[config.mk]
export PLATFORM = sky130hd
export DESIGN_NAME = msk_fifo_sched
export DESIGN_NICKNAME = d
export VERILOG_FILES = /design/src/rtl/msk_fifo_sched_pkg.sv /design/src/rtl/msk_fifo_sched_slot.sv /design/src/rtl/msk_fifo_sched.sv
export SDC_FILE = /design/constraint.sdc
export NUM_CORES = 1
export LEC_CHECK = 0
export BUFFER_PORTS_ARGS = -buffer_cell sky130_fd_sc_hd__buf_2
export CAP_MARGIN = 15
export CORE_UTILIZATION = 54
export CTS_BUF_LIST = sky130_fd_sc_hd__clkbuf_2
export CTS_CLUSTER_DIAMETER = 50
export DETAILED_ROUTE_END_ITERATION = 10
export PLACE_DENSITY = 0.81
export SLEW_MARGIN = 10
export SYNTH_ARGS = -nofsm -noshare
export SYNTH_HDL_FRONTEND = slang
export SYNTH_SLANG_ARGS = --single-unit
[constraint.sdc]
create_clock -name clk -period 2.4 [get_ports clk]
set_input_delay 0.48 -clock clk [delete_from_list [all_inputs] [get_ports clk]]
set_output_delay 0.48 -clock clk [all_outputs]
set_load 0.01 [all_outputs]
[src/rtl/msk_fifo_sched_pkg.sv]
// ============================================================================
// msk_fifo_sched_pkg
// Shared types for the masked shift-FIFO scheduler: control states,
// one-hot slot actions and the level-width helper.
// Rev 1.0 - initial release
// ============================================================================
`default_nettype none

package msk_fifo_sched_pkg;

    typedef enum logic [1:0] {
        ST_EMPTY   = 2'd0,
        ST_PARTIAL = 2'd1,
        ST_FULL    = 2'd2
    } fifo_state_t;

    // One-hot slot select; only public control ever drives these bits.
    typedef logic [3:0] slot_act_t;
    localparam slot_act_t c_act_hold  = 4'b0001;
    localparam slot_act_t c_act_shift = 4'b0010;
    localparam slot_act_t c_act_load  = 4'b0100;
    localparam slot_act_t c_act_zero  = 4'b1000;

    function automatic int level_width(input int depth);
        return $clog2(depth + 1);
    endfunction

endpackage

`default_nettype wire

[src/rtl/msk_fifo_sched_slot.sv]
// ============================================================================
// msk_fifo_sched_slot
// One masked entry register with a public one-hot select: hold, shift-in,
// load-in and, when MSK_FIFO_ZEROIZE_EN is defined, zero.
// Rev 1.0 - initial release
// ============================================================================
`default_nettype none

(* fv_strat = "flatten" *)
module msk_fifo_sched_slot
    import msk_fifo_sched_pkg::*;
#(
    parameter int W = 2
) (
    input  logic                                        clk,
    input  slot_act_t                                   i_sel,
    (* fv_type = "sharing", fv_latency = 0 *) input  logic [W-1:0] i_shift,
    (* fv_type = "sharing", fv_latency = 0 *) input  logic [W-1:0] i_load,
    (* fv_type = "sharing", fv_latency = 1 *) output logic [W-1:0] o_q
);

    logic [W-1:0] r_q;

    // Each share lane is a plain enabled register; lanes never combine.
    always_ff @(posedge clk) begin
        case (i_sel)
            c_act_shift: r_q <= i_shift;
            c_act_load:  r_q <= i_load;
`ifdef MSK_FIFO_ZEROIZE_EN
            c_act_zero:  r_q <= '0;
`endif
            default:     r_q <= r_q;
        endcase
    end

    assign o_q = r_q;

endmodule

`default_nettype wire

[src/rtl/msk_fifo_sched.sv]
// ============================================================================
// msk_fifo_sched
// Masked shift-FIFO between gadgets of differing throughput; slot enables
// and fill level come only from the public handshake. Option: MSK_FIFO_ZEROIZE_EN.
// Rev 1.0 - initial release
// ============================================================================
`default_nettype none

module msk_fifo_sched
    import msk_fifo_sched_pkg::*;
#(
    parameter int D     = 2,
    parameter int COUNT = 1,
    parameter int DEPTH = 4
) (
    input  logic                                           clk,
    input  logic                                           rst,
    input  logic                                           in_valid,
    output logic                                           in_ready,
    (* fv_type = "sharing", fv_latency = 0 *) input  logic [COUNT*D-1:0] in_data,
    output logic                                           out_valid,
    input  logic                                           out_ready,
    (* fv_type = "sharing", fv_latency = 1 *) output logic [COUNT*D-1:0] out_data,
    output logic [level_width(DEPTH)-1:0]                  level
);

    localparam int c_w  = COUNT * D;
    localparam int c_lw = level_width(DEPTH);
    localparam logic [c_lw-1:0] c_one      = c_lw'(1);
    localparam logic [c_lw-1:0] c_last_lvl = c_lw'(DEPTH - 1);

    fifo_state_t       r_state;
    fifo_state_t       w_state_next;
    logic [c_lw-1:0]   r_level;
    logic [c_lw-1:0]   w_level_next;
    logic              w_push;
    logic              w_pop;
    int                w_lvl_i;
    slot_act_t         w_act [DEPTH];
    logic [c_w-1:0]    w_q   [DEPTH];

    assign in_ready  = !rst && (r_state != ST_FULL);
    assign out_valid = (r_state != ST_EMPTY);
    assign w_push    = in_valid && in_ready;
    assign w_pop     = out_valid && out_ready;
    assign w_lvl_i   = int'(r_level);

    always_ff @(posedge clk) begin
        if (rst) begin
            r_state <= ST_EMPTY;
            r_level <= '0;
        end else begin
            r_state <= w_state_next;
            r_level <= w_level_next;
        end
    end

    always_comb begin
        w_state_next = r_state;
        w_level_next = r_level;
        if (w_push && !w_pop) begin
            w_level_next = r_level + c_one;
            if (r_state == ST_EMPTY)
                w_state_next = ST_PARTIAL;
            else if (r_state == ST_PARTIAL && r_level == c_last_lvl)
                w_state_next = ST_FULL;
        end else if (w_pop && !w_push) begin
            w_level_next = r_level - c_one;
            if (r_state == ST_FULL)
                w_state_next = ST_PARTIAL;
            else if (r_state == ST_PARTIAL && r_level == c_one)
                w_state_next = ST_EMPTY;
        end
    end

    // Action decode: exactly one select bit per slot, derived from level only.
    always_comb begin
        for (int i = 0; i < DEPTH; i++) begin
            w_act[i] = c_act_hold;
            if (rst) begin
`ifdef MSK_FIFO_ZEROIZE_EN
                w_act[i] = c_act_zero;
`endif
            end else if (w_pop && !w_push) begin
                if (i < w_lvl_i - 1)
                    w_act[i] = c_act_shift;
`ifdef MSK_FIFO_ZEROIZE_EN
                else if (i == w_lvl_i - 1)
                    w_act[i] = c_act_zero;
`endif
            end else if (w_push && !w_pop) begin
                if (i == w_lvl_i)
                    w_act[i] = c_act_load;
            end else if (w_push && w_pop) begin
                if (i < w_lvl_i - 1)
                    w_act[i] = c_act_shift;
                else if (i == w_lvl_i - 1)
                    w_act[i] = c_act_load;
            end
        end
    end

    generate
        for (genvar i = 0; i < DEPTH; i++) begin : g_slot
            logic [c_w-1:0] w_shift_src;
            if (i < DEPTH - 1) begin : g_mid
                assign w_shift_src = w_q[i+1];
            end else begin : g_tail
                // The tail slot is never shifted into; tie off.
                assign w_shift_src = '0;
            end
            msk_fifo_sched_slot #(.W(c_w)) u_slot (
                .clk     (clk),
                .i_sel   (w_act[i]),
                .i_shift (w_shift_src),
                .i_load  (in_data),
                .o_q     (w_q[i])
            );
        end
    endgenerate

    assign out_data = w_q[0];
    assign level    = r_level;

endmodule

`default_nettype wire

==> summary.md <==
| Metric | Value |
|---|---|
| Leakage power total | 0.497 nW |
| P_sw | 0.000199 W |
| Die Footprint | ~0.0022 mm² |
| Fin nets | 151 |
| Post-synthesis mux area share | just over 6% |
| Main synth FF type | edfxtp_1 |
| Worst Path Required | ~2.4 ns |
| Crit-path slowest cell | a2111oi_0 |
| Core area | 0.00178 mm² |
| Setup violators final | 0 |
| First-pass GRT wire length | 3730 µm |
| 1st-pass router iterations | 4 |
| Synthesized area per cell | ~9.5 µm² |
| CTS tree | yes |
| Die width | between 40 and 50 µm |
| Fin util | between 70 and 80% |
| Wirelength per Cell | around 15 µm |
| IO buf count | 12 |
| Slew @ Worst Pin | approximately 0.42 ns |
| Outcome | completed |
| Crit Path Class | flop to flop |
| Fin. Hold Viols | 0 |
| Sequential share of power | around 44% |
| Post-Syn Nets | roughly 130 |
| Crit share post-route | a little over nine tenths |
| Via count | approximately 970 |
| Reg-to-reg critical path startpoint | r_state[0] |
| Post-route DRC | 0 |
| Mapped Cells | between 100 and 150 |
| Max Clock Skew | ~0.014 ns |
| Placed insts | around 160 |
| Crit path DAT | 2.30 ns |
| Vias in the first global route | roughly 840 |
| Core Rows | 15 |
| Initial antenna violation count | 0 |
| Cell Count, Final, Fillers Out | 159 |
| Detailed Route WL | about 2400 µm |
| Worst-skew pair later-pin latency | around 0.3 ns |
| VDD IR max | around 290 µV |
| Synth unique cells | 48 |
| Worst reg2reg path endpoint | g_slot[1].u_slot.o_q[0] |
| CP cell instances | inv_1 -> a21oi_4 -> and2_4 -> ha_1 -> nor2b_1 -> nor2_1 -> a2111oi_0 -> a21o_1 |
| Post-synth EDFFs | 8 |
| Largest net degree at the start of global routing | 12 |
| FF-to-FF setup slack | ~0.11 ns |
| Slew headroom | between 70% and 80% |
| Sum Neg Setup Slack | 0 ns |
| Largest stage delay on the critical path | about 0.45 ns |
| Post-DRT Antenna Nets | 0 |
| Compound-gate portion of the synthesized area | 20.3% |
| CP max FO | 3 |
| Die Span Y | 46.5 µm |
| Synth Warn # | 0 |
| Crit. End Element | flop |
| Share of the synthesized area in the top cell type | 22.5% |
| Number of synthesized register bits | 13 |
| Seq/Total Area, Yosys | between 30% and 40% |
| Antenna Cells | 0 |
| Adder-Cell Fraction of Synth Area | roughly an eighth |
| Synthesized cell area | approximately 0.0011 mm² |
| Grt total ovfl | 0 |
| Power per cell area | ~450 mW/mm² |
| All-layer global routing usage | 24.9% |
| Internal power | 0.000370 W |
| CP Launch Type | flop |
| # fillers | approximately 130 |
| Most frequent cell after synthesis | ha_1 |
| Net Sw Frac | 34.9% |
| Longest Clk Path Bufs | 2 |
| Fin crit period | approximately 2.3 ns |
| Max Slew Vio Count | 0 |
| CTS buffer count | 3 |
| H-tree Lvls | 1 |
| Detail Placement HPWL | 1870 µm |
| Largest family of logic cells by synthesized area | simple AND/OR/NAND/NOR gates |
| Vias/cell | roughly 6.1 |
| GP Congestion | ~0.89 |
| Commonest cells in the netlist | 9 x ha_1, 8 x edfxtp_1, 8 x inv_1, 8 x nor2_1, 6 x nand2_1 |
| Simple-gate share of the synthesized area | between 20% and 30% |
| F_max | approximately 0.44 GHz |
| Worst-case reg-to-reg path depth | 8 |
| CTS clk-pin slew, worst paths | about 0.15 ns |
| Initial Utilization | about 60% |
| Layout area overhead | 18.5% |
| Number of setup buffers added after CTS | 0 |
| Synth top area cells | edfxtp_1 22%, ha_1 11%, dfxtp_1 9.4%, mux2_2 5.3%, inv_1 2.8% |
| Async S/R FF share, synth | 0% |
| Cts repair resizes | 0 |
| Max Cap Viol | 0 |
| Hold crit path type | input pin to flop |
| Share of cells above drive strength 1 | between 30% and 40% |
| Hold_buf cts | 0 |
| Synth area leader | edfxtp_1 |
| # IOs | 13 |
| Setup crit start | r_state[0] |
| Root Driver | clkbuf_2 |
| Setup crit end | g_slot[1].u_slot.o_q[0] |
| Xor/xnor cell area share of the yosys netlist | roughly 2.5% |
| Clock sink count | 13 |
| Clock Power Share | approximately 22% |
| Combinational share of power | about a third |
| DR iter-0 viols | 47 |
layout by cell type, fill, tap and decap left out, types with 4 or more instances in the layout:
cell type | netlist | layout
ha_1 | 9 | 7
buf_4 | 0 | 10
clkbuf_2 | 0 | 4
nor2_1 | 8 | 8
nand2_1 | 6 | 6
dfxtp_1 | 5 | 5
buf_2 | 2 | 12
inv_1 | 8 | 8
edfxtp_1 | 8 | 8
nand3_1 | 4 | 4
cell families after synthesis:
kind of cell | after synthesis
flip-flops | 13
XOR/XNOR | 3
buffers and inverters | 12
AND/OR/NAND/NOR | 39
adder cells (fa/ha/maj) | 10
multiplexers | 6
AO/OA/AOI/OAI | 29
state kept, by name, indices dropped and copies added, names as in the netlist:
| name | cells |
|---|---|
| g_slot.u_slot.o_q | 8 |
| level | 3 |
| r_state | 2 |
worst min path at each step:
stage	from	end	slack (ns)	cells after the start
floorplan	r_state[0]	r_state[0]	0.52	2
global placement	g_slot[2].u_slot.o_q[0]	g_slot[1].u_slot.o_q[0]	0.53	1
detailed placement	g_slot[2].u_slot.o_q[1]	g_slot[1].u_slot.o_q[1]	0.54	1
CTS	in_data[1]	g_slot[1].u_slot.o_q[1]	0.51	2
global route	in_data[1]	g_slot[1].u_slot.o_q[1]	0.51	2
finish	in_data[1]	g_slot[1].u_slot.o_q[1]	0.51	2
critical path, delay by kind of cell, from the launching register on:
| kind | cells | cell delay (ns) |
|---|---|---|
| compound gates | 3 | 0.82 |
| simple gates | 3 | 0.55 |
| flops | 1 | 0.38 |
| fa+ha+maj | 1 | 0.16 |
| buf+inv | 1 | 0.10 |
cell type report:
cell class | count | area, µm² | share of cell area, %
multi-input combinational | 87 | 709 | 56.0
sequential | 13 | 340 | 26.9
timing repair buffer | 22 | 135 | 10.7
tap | 25 | 31.3 | 2.47
inverter | 8 | 30.0 | 2.37
clock buffer | 4 | 20.0 | 1.58
power by group through the flow:
stage | sequential [W] | combinational [W] | clock, W
after floorplan | 0.000266 | 0.000125 | 0
after global placement | 0.000256 | 0.000181 | 0
after detailed placement | 0.000257 | 0.000184 | 0
after CTS | 0.000252 | 0.000186 | 0.000129
after global routing | 0.000253 | 0.000208 | 0.000136
final | 0.000251 | 0.000190 | 0.000127
per-stage QoR:
| step | total power [W] | hold WS [ns] | instance area [µm²] | setup slack, ns |
|---|---|---|---|---|
| floorplan | 0.000391 | 0.521 | 1120 | 0.00991 |
| finish | 0.000569 | 0.510 | 1270 | 0.113 |
| global placement | 0.000436 | 0.530 | 1240 | 0.0688 |
| detailed placement | 0.000441 | 0.538 | 1240 | -0.0301 |
| global route | 0.000597 | 0.508 | 1270 | -0.00264 |
| CTS | 0.000566 | 0.509 | 1260 | 0.0650 |
routing by layer:
layer	track usage (%)	wire length, µm	up-vias
met2	40.8	1190	50
li1	-	-	457
met4	8.24	46	0
met3	5.10	163	7
met1	32.0	1020	451
met5	0	0	-
Note: power is estimated with default switching activity, not from simulation.
